### config.mk
export PLATFORM = sky130hd
export DESIGN_NAME = cascade_rom_arbiter_flat
export DESIGN_NICKNAME = d
export VERILOG_FILES = /design/src/rtl/cascade_rom_arbiter_if.sv /design/src/rtl/cascade_rom_arbiter.sv /design/src/flat_wrapper.sv
export SDC_FILE = /design/constraint.sdc
export NUM_CORES = 1
export LEC_CHECK = 0
export ABC_AREA = 1
export CAP_MARGIN = 10
export CORE_MARGIN = 2
export CORE_UTILIZATION = 22
export CTS_CLUSTER_DIAMETER = 80
export CTS_CLUSTER_SIZE = 14
export DETAILED_ROUTE_END_ITERATION = 12
export GPL_TIMING_DRIVEN = 0
export HOLD_SLACK_MARGIN = 0.03
export PLACE_DENSITY = 0.87
export SYNTH_ARGS = -nofsm -noshare
export SYNTH_HDL_FRONTEND = slang
export SYNTH_SLANG_ARGS = --single-unit
### constraint.sdc
create_clock -name clk -period 1.1 [get_ports clk]
set_clock_uncertainty 0.05 [all_clocks]
set_input_delay 0.22 -clock clk [delete_from_list [all_inputs] [get_ports clk]]
set_output_delay 0.22 -clock clk [all_outputs]
set_load 0.02 [all_outputs]
### src/rtl/cascade_rom_arbiter_if.sv
// Request/grant/read-return bundle between the two requesters, the arbiter and the cascade ROM.
// The slave modport is the arbiter's view. The master modport is the requester/ROM side.
interface cascade_rom_arbiter_if #(
   parameter int unsigned ADDR_W = 14,
   parameter int unsigned DATA_W = 32
);
   logic              a_req;
   logic [ADDR_W-1:0] a_addr;
   logic              a_gnt;
   logic              a_rvalid;
   logic [DATA_W-1:0] a_rdata;
   logic              b_req;
   logic [ADDR_W-1:0] b_addr;
   logic              b_last;
   logic              b_gnt;
   logic              b_rvalid;
   logic [DATA_W-1:0] b_rdata;
   logic              rom_en;
   logic [ADDR_W-1:0] rom_addr;
   logic [DATA_W-1:0] rom_data;
   logic              busy;

   modport slave (
      input  a_req, a_addr, b_req, b_addr, b_last, rom_data,
      output a_gnt, a_rvalid, a_rdata, b_gnt, b_rvalid, b_rdata, rom_en, rom_addr, busy
   );

   modport master (
      output a_req, a_addr, b_req, b_addr, b_last, rom_data,
      input  a_gnt, a_rvalid, a_rdata, b_gnt, b_rvalid, b_rdata, rom_en, rom_addr, busy
   );
endinterface

### src/rtl/cascade_rom_arbiter.sv
// Round-robin arbiter for the single-port cascade ROM. It supports a bounded B burst lock and
// returns each read through a fixed-latency owner-tag pipeline.
module cascade_rom_arbiter #(
   parameter int unsigned ADDR_W      = 14,
   parameter int unsigned DATA_W      = 32,
   parameter int unsigned ROM_LATENCY = 1,
   parameter int unsigned MAX_BURST   = 4
) (
   input logic                  clk,
   input logic                  rst,
   cascade_rom_arbiter_if.slave bus_io
);
   localparam int unsigned CntW = $clog2(MAX_BURST + 1);
   localparam int unsigned Last = ROM_LATENCY - 1;

   typedef enum logic {StArb, StLockB} state_e;

   state_e                 state_q, state_d;
   logic                   last_winner_q, last_winner_d;
   logic [CntW-1:0]        burst_cnt_q, burst_cnt_d;
   logic [ROM_LATENCY-1:0] tag_valid_q;
   logic [ROM_LATENCY-1:0] tag_owner_q;
   logic                   a_gnt, b_gnt;

   always_comb begin
      state_d       = state_q;
      last_winner_d = last_winner_q;
      burst_cnt_d   = burst_cnt_q;
      a_gnt         = 1'b0;
      b_gnt         = 1'b0;
      unique case (state_q)
         StArb: begin
            if (bus_io.a_req && bus_io.b_req) begin
               a_gnt = last_winner_q;
               b_gnt = ~last_winner_q;
            end else begin
               a_gnt = bus_io.a_req;
               b_gnt = bus_io.b_req;
            end
            // A single-beat cap means a first unlocked beat is already a forced release.
            if (b_gnt && !bus_io.b_last && (MAX_BURST > 1)) begin
               state_d     = StLockB;
               burst_cnt_d = CntW'(1);
            end
         end
         StLockB: begin
            b_gnt = bus_io.b_req;
            if (b_gnt) begin
               burst_cnt_d = burst_cnt_q + 1'b1;
               if (bus_io.b_last || (burst_cnt_d == CntW'(MAX_BURST))) begin
                  state_d     = StArb;
                  burst_cnt_d = '0;
               end
            end
         end
         default: state_d = StArb;
      endcase
      if (a_gnt) last_winner_d = 1'b0;
      if (b_gnt) last_winner_d = 1'b1;
      if (rst) begin
         a_gnt = 1'b0;
         b_gnt = 1'b0;
      end
   end

   always_ff @(posedge clk) begin
      if (rst) begin
         state_q       <= StArb;
         last_winner_q <= 1'b1;
         burst_cnt_q   <= '0;
         tag_valid_q   <= '0;
         tag_owner_q   <= '0;
      end else begin
         state_q        <= state_d;
         last_winner_q  <= last_winner_d;
         burst_cnt_q    <= burst_cnt_d;
         tag_valid_q[0] <= a_gnt | b_gnt;
         tag_owner_q[0] <= b_gnt;
         for (int i = 1; i < ROM_LATENCY; i++) begin
            tag_valid_q[i] <= tag_valid_q[i-1];
            tag_owner_q[i] <= tag_owner_q[i-1];
         end
      end
   end

   assign bus_io.a_gnt    = a_gnt;
   assign bus_io.b_gnt    = b_gnt;
   assign bus_io.rom_en   = a_gnt | b_gnt;
   assign bus_io.rom_addr = a_gnt ? bus_io.a_addr : (b_gnt ? bus_io.b_addr : '0);

   // Returns still in the pipeline during reset are suppressed immediately.
   assign bus_io.a_rvalid = !rst && tag_valid_q[Last] && !tag_owner_q[Last];
   assign bus_io.b_rvalid = !rst && tag_valid_q[Last] && tag_owner_q[Last];
   assign bus_io.a_rdata  = bus_io.a_rvalid ? bus_io.rom_data : '0;
   assign bus_io.b_rdata  = bus_io.b_rvalid ? bus_io.rom_data : '0;
   assign bus_io.busy     = !rst && ((|tag_valid_q) || (state_q == StLockB));
endmodule

### src/flat_wrapper.sv
// flat-port wrapper written by rule: the top's interface ports become plain ports
module cascade_rom_arbiter_flat 
#(
   parameter int unsigned ADDR_W      = 14,
   parameter int unsigned DATA_W      = 32,
   parameter int unsigned ROM_LATENCY = 1,
   parameter int unsigned MAX_BURST   = 4
)
  (clk, rst, bus_io_a_req, bus_io_a_addr, bus_io_b_req, bus_io_b_addr, bus_io_b_last, bus_io_rom_data, bus_io_a_gnt, bus_io_a_rvalid, bus_io_a_rdata, bus_io_b_gnt, bus_io_b_rvalid, bus_io_b_rdata, bus_io_rom_en, bus_io_rom_addr, bus_io_busy);
  cascade_rom_arbiter_if #(.ADDR_W(ADDR_W), .DATA_W(DATA_W)) bus_io_i ();
  input logic clk;
  input logic rst;
  input wire logic [$bits(bus_io_i.a_req)-1:0] bus_io_a_req;
  input wire logic [$bits(bus_io_i.a_addr)-1:0] bus_io_a_addr;
  input wire logic [$bits(bus_io_i.b_req)-1:0] bus_io_b_req;
  input wire logic [$bits(bus_io_i.b_addr)-1:0] bus_io_b_addr;
  input wire logic [$bits(bus_io_i.b_last)-1:0] bus_io_b_last;
  input wire logic [$bits(bus_io_i.rom_data)-1:0] bus_io_rom_data;
  output wire logic [$bits(bus_io_i.a_gnt)-1:0] bus_io_a_gnt;
  output wire logic [$bits(bus_io_i.a_rvalid)-1:0] bus_io_a_rvalid;
  output wire logic [$bits(bus_io_i.a_rdata)-1:0] bus_io_a_rdata;
  output wire logic [$bits(bus_io_i.b_gnt)-1:0] bus_io_b_gnt;
  output wire logic [$bits(bus_io_i.b_rvalid)-1:0] bus_io_b_rvalid;
  output wire logic [$bits(bus_io_i.b_rdata)-1:0] bus_io_b_rdata;
  output wire logic [$bits(bus_io_i.rom_en)-1:0] bus_io_rom_en;
  output wire logic [$bits(bus_io_i.rom_addr)-1:0] bus_io_rom_addr;
  output wire logic [$bits(bus_io_i.busy)-1:0] bus_io_busy;
  assign bus_io_i.a_req = bus_io_a_req;
  assign bus_io_i.a_addr = bus_io_a_addr;
  assign bus_io_i.b_req = bus_io_b_req;
  assign bus_io_i.b_addr = bus_io_b_addr;
  assign bus_io_i.b_last = bus_io_b_last;
  assign bus_io_i.rom_data = bus_io_rom_data;
  assign bus_io_a_gnt = bus_io_i.a_gnt;
  assign bus_io_a_rvalid = bus_io_i.a_rvalid;
  assign bus_io_a_rdata = bus_io_i.a_rdata;
  assign bus_io_b_gnt = bus_io_i.b_gnt;
  assign bus_io_b_rvalid = bus_io_i.b_rvalid;
  assign bus_io_b_rdata = bus_io_i.b_rdata;
  assign bus_io_rom_en = bus_io_i.rom_en;
  assign bus_io_rom_addr = bus_io_i.rom_addr;
  assign bus_io_busy = bus_io_i.busy;
  cascade_rom_arbiter #(.ADDR_W(ADDR_W), .DATA_W(DATA_W), .ROM_LATENCY(ROM_LATENCY), .MAX_BURST(MAX_BURST)) u_core (.clk(clk), .rst(rst), .bus_io(bus_io_i));
endmodule
* Word level (Yosys, flattened, before mapping)
Index checks and enable logic that the tools add are counted.
** Cells by class
- $add $sub $neg :: 1
- Multiply operators :: 0
- Divide/modulo/power cells :: 0
- Magnitude comparators :: 0
- Equality and inequality tests :: 3
- Shift-type cells :: 0
- Mux-type cells :: 19
- Bitwise operators :: 3
- Reductions and logical operators :: 13
** Operator list (count)
- two-way mux 32 bit :: 2
- two-way mux 14 bit :: 2
- two-way mux 1 bit :: 9
- two-way mux 3 bit :: 3
- logical AND 1 bit :: 6
- case mux 3 bit (2 select lines) :: 1
- case mux 1 bit (2 select lines) :: 2
- adder 3 x 1 -> 3 bit (second input constant) :: 1
- == test 3 bit (second input constant) :: 1
- zero test 1 bit :: 3
- logical OR 1 bit :: 2
- inequality test 2 x 1 -> 1 bit (second input constant) :: 1
- inequality test 2 bit (second input constant) :: 1
- NOT 1 bit :: 2
- AND reduction 2 bit :: 1
- OR reduction 2 bit :: 1
- OR 1 bit :: 1
** Storage, ports and cells
- Flip-flop bits (word level) :: 7
- Latch bits :: 0
- Bits in writable memories :: 0
- Bits in read-only memories :: 0
- Bits of input ports :: 65
- Logic and storage cells :: 44
- Memories :: 0

* Longest topological paths before layout
Gate-level depths: netlist of run 1.
- Word-level depth :: 7
- Gate-level depth with buffers :: 8
- Mapped depth without buffers :: 8

* Worst setup path before layout of run 1
OpenSTA, ideal clock, no wires.
- Path type :: in2out
- From :: input rst
- To :: output bus_io_a_rdata[11]
- Arrival :: 1139 ps
- Slack :: -309 ps
- Stages :: 7
- Buffers on the path :: 2
- Cell sequence :: buf_6 > inv_6 > nand2_2 > nor2_4 > inv_2 > buf_6 > nor2_1
** Between the ends
- Word-level cells in the longest chain between the ends :: 4
** Ends and longest elaborated chain
- from (decl) :: RTL line flat_wrapper.sv:12 : input logic rst;
- zero test 1 bit :: RTL line cascade_rom_arbiter.sv:92 : assign bus_io.a_rvalid = !rst && tag_valid_q[Last] && !tag_owner_q[Last];
- logical AND 1 bit (2 in a row) :: RTL line cascade_rom_arbiter.sv:92
- via bus_io_a_rvalid :: RTL line flat_wrapper.sv:20 : output wire logic [$bits(bus_io_i.a_rvalid)-1:0] bus_io_a_rvalid;
- two-way mux 32 bit :: RTL line cascade_rom_arbiter.sv:94 : assign bus_io.a_rdata = bus_io.a_rvalid ? bus_io.rom_data : '0;
- to (decl) :: RTL line flat_wrapper.sv:21 : output wire logic [$bits(bus_io_i.a_rdata)-1:0] bus_io_a_rdata;
The timed path passes the listed nets, and every way through them passes these cells.

* Worst setup path after layout of run 1
- From :: register u_core.tag_valid_q
- To :: output bus_io_b_rdata[6]
** Between the ends
- Word-level cells in the longest chain between the ends :: 3
** Ends and longest elaborated chain
- from (decl) :: RTL line cascade_rom_arbiter.sv:21 : logic [ROM_LATENCY-1:0] tag_valid_q;
- from (signal, indexed assignment) :: RTL line cascade_rom_arbiter.sv:80 : tag_valid_q[i] <= tag_valid_q[i-1];
- logical AND 1 bit (2 in a row) :: RTL line cascade_rom_arbiter.sv:93 : assign bus_io.b_rvalid = !rst && tag_valid_q[Last] && tag_owner_q[Last];
- two-way mux 32 bit :: RTL line cascade_rom_arbiter.sv:95 : assign bus_io.b_rdata = bus_io.b_rvalid ? bus_io.rom_data : '0;
- to (decl) :: RTL line flat_wrapper.sv:24 : output wire logic [$bits(bus_io_i.b_rdata)-1:0] bus_io_b_rdata;
No other way between the ends.

==> results of run 1 <==
## registers in the layout (all words and copies together) (netlist names)
signal                count
u_core.burst_cnt_q        3
u_core.tag_owner_q        1
u_core.last_winner_q      1
u_core.state_q            1
u_core.tag_valid_q        1
## metrics by stage
step	hold slack, ns	instances	cell area [um^2]	setup slack (ns)	setup TNS (ns)
after floorplan	0.3180	207	1698	-0.2028	-8.928
after global placement	0.3804	408	3237	-1.251	-65.43
final	0.1433	453	4099	-0.5984	-41.42
after CTS	0.1430	439	3724	-0.5523	-34.76
after global routing	0.1414	453	4099	-0.6392	-45.28
after detailed placement	0.3827	408	3237	-1.260	-66.30
## synthesized netlist by cell type, drive strengths merged
library cell and count:
a21oi 4, or2 1, inv 44, nand2 59, nand4 3, ha 2, nand3 8, o21ai 4
dfxtp 7, buf 9, nor2 66
## per-layer routing
metal | wire (um) | global-route usage (%) | part of all wire [%]
met4 | 192 | 6.263 | 2.9
met3 | 531 | 5.624 | 7.9
met1 | 2184 | 20.61 | 32
met5 | 0 | 0 | 0
met2 | 3828 | 41.77 | 57
## kinds of logic after synthesis
family                     synth area share, %
adders and majority gates                2.342
DFF                                      13.11
AOI/OAI and AO/OA                        3.747
and+or+nand+nor                          56.56
buffers and inverters                    24.24
## where the power goes
group	leakage, nW	internal [mW]	switching [mW]	total, mW
logic	1.82	0.768	0.689	1.46
clock network	0.0228	0.250	0.109	0.360
registers	0.0606	0.270	0.0215	0.291
## repair_timing
| action | in CTS | in global routing |
|---|---|---|
| setup endpoints to repair | 89 | 88 |
| pin swaps | 6 | 18 |
| gates resized for setup | 518 | 76 |
| cloned | 3 | 2 |
| hold buffers | 0 | 0 |
| setup buffers | 24 | 16 |
## worst paths after layout
check | startpoint | to | slack (ns) | cells past startpoint
setup / recovery | u_core.tag_valid_q$_SDFF_PP0_ | bus_io_b_rdata[6] | -0.60 | 7
hold / removal | rst | u_core.burst_cnt_q[0]$_SDFFE_PP0P_ | 0.14 | 2
setup reg to reg | u_core.state_q$_SDFF_PP0_ | u_core.burst_cnt_q[0]$_SDFFE_PP0P_ | -0.06 | 5
hold reg to reg | u_core.burst_cnt_q[1]$_SDFFE_PP0P_ | u_core.burst_cnt_q[1]$_SDFFE_PP0P_ | 0.46 | 2
## layout make-up
cell class              instances  area (um^2)
plain buffers                   9        180.2
clock buffers                   4        45.04
multi-input cells             147         1349
fillers                       222        593.1
flip-flops and latches          7        160.2
well taps                      54        67.56
repair buffers                188         2112
inverters                      44        185.2
## placed cells by master (no fill, tap or decap)
master and count:
sky130_fd_sc_hd__dfxtp_1 1, sky130_fd_sc_hd__dlygate4sd2_1 2, sky130_fd_sc_hd__clkbuf_1 1, sky130_fd_sc_hd__nand4_1 3, sky130_fd_sc_hd__ha_4 1, sky130_fd_sc_hd__nand2_1 20, sky130_fd_sc_hd__nand3_2 2, sky130_fd_sc_hd__clkdlybuf4s50_1 60
sky130_fd_sc_hd__inv_8 1, sky130_fd_sc_hd__o21ai_0 2, sky130_fd_sc_hd__o21ai_2 2, sky130_fd_sc_hd__buf_8 2, sky130_fd_sc_hd__clkbuf_8 3, sky130_fd_sc_hd__a21oi_1 3, sky130_fd_sc_hd__buf_16 1, sky130_fd_sc_hd__inv_1 36
sky130_fd_sc_hd__buf_4 13, sky130_fd_sc_hd__ha_1 1, sky130_fd_sc_hd__dfxtp_2 1, sky130_fd_sc_hd__buf_12 18, sky130_fd_sc_hd__a21oi_2 1, sky130_fd_sc_hd__clkbuf_2 1, sky130_fd_sc_hd__nand3_1 4, sky130_fd_sc_hd__nor2_4 66
sky130_fd_sc_hd__or2_4 1, sky130_fd_sc_hd__nand3_4 2, sky130_fd_sc_hd__buf_6 98, sky130_fd_sc_hd__nand2_4 19, sky130_fd_sc_hd__inv_6 1, sky130_fd_sc_hd__nand2_2 20, sky130_fd_sc_hd__clkinv_4 1, sky130_fd_sc_hd__clkbuf_16 2
sky130_fd_sc_hd__dfxtp_4 5, sky130_fd_sc_hd__inv_4 1, sky130_fd_sc_hd__inv_2 4
## critical path: stages, from the launching register on
cell	delay, ns
sky130_fd_sc_hd__dfxtp_4	0.35
sky130_fd_sc_hd__buf_6	0.09
sky130_fd_sc_hd__nand3_4	0.12
sky130_fd_sc_hd__buf_12	0.18
sky130_fd_sc_hd__buf_8	0.12
sky130_fd_sc_hd__buf_6	0.11
sky130_fd_sc_hd__nor2_4	0.08
sky130_fd_sc_hd__buf_6	0.13
==> implementation parameters, run 1 <==
Parameter                              Value

Run status
  Result of the run ... finished, violations left
  Violations in the final reports ... setup timing

Routing
  Total DRC errors in the routed layout ... 0
  Via/cell ratio ... 4.521
  TritonRoute pass-1 iters ... 4
  Violation count after the first detailed-routing iteration ... 41
  Routed wire length ... 6.736 mm
  Detailed-route via count ... 2048
  Antenna violation net count after detailed routing ... 0
  Average routed wire per standard cell ... 14.87 um

Timing
  Period utilisation layout ... 154.4%
  Fin crit period ... 1.698 ns
  Relative slew slack ... 83.42%
  Achievable frequency ... 588.8 MHz
  Max-slew violation total from the final report ... 0
  Post-route setup slack ... -0.5984 ns
  Number of setup violations in the final report ... 86
  Unrepaired setup endpoints after global routing ... yes
  Actual transition at the worst max-transition pin ... 0.2479 ns
  Final hold vios ... 0

Layout
  Final core area utilization ... 87.36%
  Share of cells above drive strength 1 ... 66.67%
  P&R area growth vs syn ... 283.6%
  Number of antenna diodes ... 0
  Final net count ... 467

Synthesis
  Sequential area share after synthesis ... 13.11%
  Number of flip-flops and latches in the synthesized netlist ... 7
  Post-Syn Area per Cell ... 5.162 um^2
  Leading cell types by total area after synthesis ... sky130_fd_sc_hd__nor2_1, sky130_fd_sc_hd__nand2_1, sky130_fd_sc_hd__inv_1, sky130_fd_sc_hd__dfxtp_1, sky130_fd_sc_hd__nor2_2
  Unique masters post-synth ... 21
  Synth Cell Area ... 1069 um^2
  Library cell with the largest summed area after synthesis ... sky130_fd_sc_hd__nor2_1
  Area fraction of the dominant cell type after synthesis ... 18.97%
  Warning count from the yosys run ... 0
  Synthesized net count ... 274
  Cell count after synthesis ... 207

Clock tree
  Total clock buffers created by CTS ... 3
  Clock tree from TritonCTS ... yes
  Clock Latency Late Sink ... 0.23 ns
  Count of H-tree levels built during CTS ... 1
  Maximum buffer depth of the clock tree ... 2
  Clock-pin transition on the worst setup and hold timing paths ... 0.04 ns
  Clock root buffer ... sky130_fd_sc_hd__clkbuf_8
  TritonCTS sink count ... 7

Power
  Tot Pwr ... 2.108 mW
  Maximum vdd drop ... 0.0006166 V
  Power density normalized to cell area ... 514.3 nW/um^2
  Leakage power of the design ... 1.905 nW

Placement
  Placed wire-length estimate ... 4.112 mm
  Count of input and output buffers ... 147
  Routability congestion estimate ... 0.8476

Global routing
  Total congestion overflow after global routing ... 0
  Global-route wire length before repair ... 8.907 mm
  Overall Global Routing Usage ... 20.96%
  Initial antenna violation count ... 0
  Number of global-route vias before repair ... 1968
  Pin count of the biggest net entering global routing ... 11

Die
  Initial cell density of the core ... 22.77%
  # rows ... 25
  Area of the die ... 5430 um^2
  Overall die height ... 73.69 um
  Num ports ... 149
  Core ar. ... 4692 um^2
  Die Span X ... 73.69 um

Worst setup path
  Type of destination of the critical path ... primary output
  CP startpoint kind ... flip-flop
  Data arrival, critical path ... 1.43 ns
  Required arrival time at the worst endpoint ... 0.83 ns
  Worst setup path category ... flip-flop to primary output
  Peak fanout along the critical path ... 5

Hold path
  HP Class ... input pin to flip-flop

Flow run
  Max capacitance violation total ... 0
Note: power is estimated with default switching activity, not from simulation.
==> run 2: changes to the inputs <==
==> constraint.sdc (replaced) <==
create_clock -name clk -period 1.1 [get_ports clk]
set_clock_uncertainty 0.05 [all_clocks]
set_input_delay 0.22 -clock clk [delete_from_list [all_inputs] [get_ports clk]]
set_output_delay 0.22 -clock clk [all_outputs]
set_load 0.01 [all_outputs]
==> run 2 against run 1 <==
Net effect:
- the run still ends with setup timing left
- global-route usage fell by 3.0 points
- sequential power hardly changed
- clock power rose by 2%
- critical endpoint is now bus_io_a_rdata[16]
- largest power group unchanged
==> implementation parameters, run 2 (synthesized netlist as in run 1, its figures left out) <==
Parameter                              Value

Layout
  Register with the highest flop count ... u_core.burst_cnt_q
  Commonest non-fill, non-tap cells in the layout ... sky130_fd_sc_hd__buf_6, sky130_fd_sc_hd__clkdlybuf4s50_1, sky130_fd_sc_hd__nor2_4
  Fill cell count ... 288 (+30%)
  Max reg flops ... 3 (unchanged)
  Final core area utilization ... 78.45% (-8.9 points)
  Multi-input logic area ... 1180 um^2 (-13%)
  Share of cells above drive strength 1 ... 62.72% (-3.9 points)
  P&R area growth vs syn ... 244.5%
  FF+latch area ... 160.2 um^2 (unchanged)
  Final net count ... 457 (-2.1%)
  Final standard cell area without fillers ... 3681 um^2 (-10%)
  Number of antenna diodes ... 0 (unchanged)
  Leading cell type in the layout, fill and taps excluded ... sky130_fd_sc_hd__buf_6

Global routing
  Global-route wire length before repair ... 7.803 mm (-12%)
  Pin count of the biggest net entering global routing ... 11 (unchanged)
  Overall Global Routing Usage ... 17.95% (-3.0 points)
  Initial antenna violation count ... 0 (unchanged)
  Total congestion overflow after global routing ... 0 (unchanged)
  Number of global-route vias before repair ... 1767 (-10%)

Timing
  Post-route setup slack ... -0.5331 ns (+0.06531 ns)
  Actual transition at the worst max-transition pin ... 0.2129 ns (-0.03502 ns)
  Relative slew slack ... 85.77% (+2.4 points)
  Final total negative setup slack ... -34.67 ns (+6.753 ns)
  Number of setup violations in the final report ... 88 (+2.3%)
  Final hold vios ... 0 (unchanged)
  Achievable frequency ... 612.3 MHz (+4.0%)
  Unrepaired setup endpoints after global routing ... yes
  Fin crit period ... 1.633 ns (-0.06531 ns)
  Max-slew violation total from the final report ... 0 (unchanged)
  Period utilisation layout ... 148.5% (-5.9 points)

Worst setup path
  CP max stage cell ... sky130_fd_sc_hd__dfxtp_4
  Reg2Reg Depth ... 7 (+2)
  Worst setup path category ... flip-flop to primary output
  Cell-by-cell listing of the critical path ... nand2_4 -> nor2_4 -> clkinv_4 -> buf_4 -> buf_12 -> nor2_4 -> buf_6
  CP startpoint kind ... flip-flop
  Data arrival, critical path ... 1.36 ns (-0.07 ns)
  Type of destination of the critical path ... primary output
  Top delay family on crit path ... buffers and inverters
  Peak fanout along the critical path ... 6 (+1)
  Required arrival time at the worst endpoint ... 0.83 ns (about the same)
  Most prevalent standard cell on the critical path ... sky130_fd_sc_hd__nor2_4
  Launching point of the worst reg2reg path ... u_core.last_winner_q$_SDFFE_PP1P_
  Worst reg2reg setup slack ... -0.12 ns (-0.06 ns)
  CP Buf/Inv Count ... 4 (-1)
  Crit Reg-Reg Endpoint ... u_core.burst_cnt_q[1]$_SDFFE_PP0P_
  Max stage delay on crit path ... 0.36 ns (about the same)

Power
  Sequential share of power ... 15.7% (+1.9 points)
  Maximum vdd drop ... 0.0007567 V (+23%)
  Clock network fraction of total power ... 19.9% (+2.8 points)
  Tot Pwr ... 1.851 mW (-12%)
  Leakage power of the design ... 1.759 nW (-7.6%)
  Share of power burned in combinational logic ... 64.5% (-4.6 points)
  Power density normalized to cell area ... 502.8 nW/um^2 (-2.2%)
  P_int ... 1.195 mW (-7.3%)
  Net switching power of the design ... 0.6563 mW (-20%)
  Fraction of power spent switching nets ... 35.46% (-3.4 points)

Routing
  Routed wire length ... 5.688 mm (-16%)
  Antenna violation net count after detailed routing ... 0 (unchanged)
  Average routed wire per standard cell ... 12.84 um (-14%)
  TritonRoute pass-1 iters ... 4 (unchanged)
  Violation count after the first detailed-routing iteration ... 38 (-7.3%)
  Detailed-route via count ... 1938 (-5.4%)
  Total DRC errors in the routed layout ... 0 (unchanged)
  Via/cell ratio ... 4.375 (-3.2%)

Hold path
  HP Start ... rst
  HP Class ... input pin to flip-flop
  Hold Path Sink ... u_core.burst_cnt_q[0]$_SDFFE_PP0P_
  Worst Hold Depth ... 2 (unchanged)

Clock tree
  Clock Latency Late Sink ... 0.23 ns (about the same)
  Clock tree from TritonCTS ... yes
  CTS hold repair buffers ... 0 (unchanged)
  Total clock buffers created by CTS ... 3 (unchanged)
  Clock root buffer ... sky130_fd_sc_hd__clkbuf_8
  Count of H-tree levels built during CTS ... 1 (unchanged)
  TritonCTS sink count ... 7 (unchanged)
  Clock-pin transition on the worst setup and hold timing paths ... 0.04 ns (about the same)
  Maximum buffer depth of the clock tree ... 2 (unchanged)

Die
  Area of the die ... 5430 um^2 (unchanged)
  Initial cell density of the core ... 22.77% (unchanged)
  Num ports ... 149 (unchanged)
  Overall die height ... 73.69 um (unchanged)
  # rows ... 25 (unchanged)
  Core ar. ... 4692 um^2 (unchanged)
  Die Span X ... 73.69 um (unchanged)

Run status
  Violations in the final reports ... setup timing
  Result of the run ... finished, violations left

Placement
  Count of input and output buffers ... 147 (unchanged)
  Post-Place Cell Area ... 2928 um^2 (-9.5%)
  Routability congestion estimate ... 0.7859 (-7.3%)
  Placed wire-length estimate ... 3.915 mm (-4.8%)

Flow run
  Max capacitance violation total ... 0 (unchanged)
==> run 2: cell types whose count changed in the layout (fill, tap and decap cells not counted), moves of 2 or more <==
| cell | previous run | this run |
|---|---|---|
| sky130_fd_sc_hd__buf_2 | 0 | 19 |
| sky130_fd_sc_hd__buf_6 | 98 | 82 |
| sky130_fd_sc_hd__nand2_4 | 19 | 5 |
| sky130_fd_sc_hd__nor2_2 | 0 | 13 |
| sky130_fd_sc_hd__nor2_4 | 66 | 53 |
| sky130_fd_sc_hd__buf_12 | 18 | 7 |
| sky130_fd_sc_hd__nand2_1 | 20 | 29 |
| sky130_fd_sc_hd__buf_4 | 13 | 7 |
| sky130_fd_sc_hd__nand2_2 | 20 | 25 |
| sky130_fd_sc_hd__buf_16 | 1 | 3 |
| sky130_fd_sc_hd__o21ai_2 | 2 | 0 |
==> run 2: through the flow <==
step | hold WS, ns | instances | setup WS (ns)
global placement | 0.3777 | 408 | -1.137
detailed placement | 0.3822 | 408 | -1.140
floorplan | 0.3312 | 207 | -0.1125
CTS | 0.1285 | 433 | -0.5225
global route | 0.1333 | 443 | -0.5853
finish | 0.1360 | 443 | -0.5331
==> run 2: how the worst max path moves through the flow <==
| stage | startpoint | end | slack, ns | cells after the start |
|---|---|---|---|---|
| finish | u_core.tag_valid_q$_SDFF_PP0_ | bus_io_a_rdata[16] | -0.53 | 7 |
| global route | u_core.last_winner_q$_SDFFE_PP1P_ | bus_io_rom_addr[6] | -0.59 | 8 |
| CTS | u_core.last_winner_q$_SDFFE_PP1P_ | bus_io_rom_addr[10] | -0.52 | 8 |
| detailed placement | bus_io_b_req | bus_io_rom_addr[6] | -1.14 | 8 |
| global placement | bus_io_b_req | bus_io_rom_addr[6] | -1.14 | 9 |
| floorplan | u_core.last_winner_q$_SDFFE_PP1P_ | bus_io_rom_addr[10] | -0.11 | 7 |
==> run 2: what timing repair did <==
action | in CTS | in global routing
gates resized for setup | 448 | 67
pin swaps | 14 | 12
setup buffers | 20 | 9
gates cloned | 4 | 3
setup endpoints to repair | 89 | 89
==> run 2: power by group through the flow <==
stage,clock network (mW),logic [mW],registers [mW]
CTS,0.379,1.06,0.293
detailed placement,0,0.933,0.291
global placement,0,0.919,0.291
floorplan,0,0.430,0.289
global route,0.395,1.27,0.291
finish,0.368,1.19,0.290
==> run 2: cell type report <==
type | count | area share (%)
timing repair buffer | 178 | 50.99
multi-input combinational | 147 | 32.05
inverter | 44 | 5.167
buffer | 9 | 4.385
sequential | 7 | 4.351
tap | 54 | 1.835
clock buffer | 4 | 1.224
==> run 2: metal layers <==
metal  global-route usage (%)  share of wire [%]  up-vias
li1                         -                  -      965
met1                    19.53                 34      870
met2                    34.13                 56       98
met3                    5.075                8.4        5
met4                    3.636               0.84        0
met5                        0                  0        -
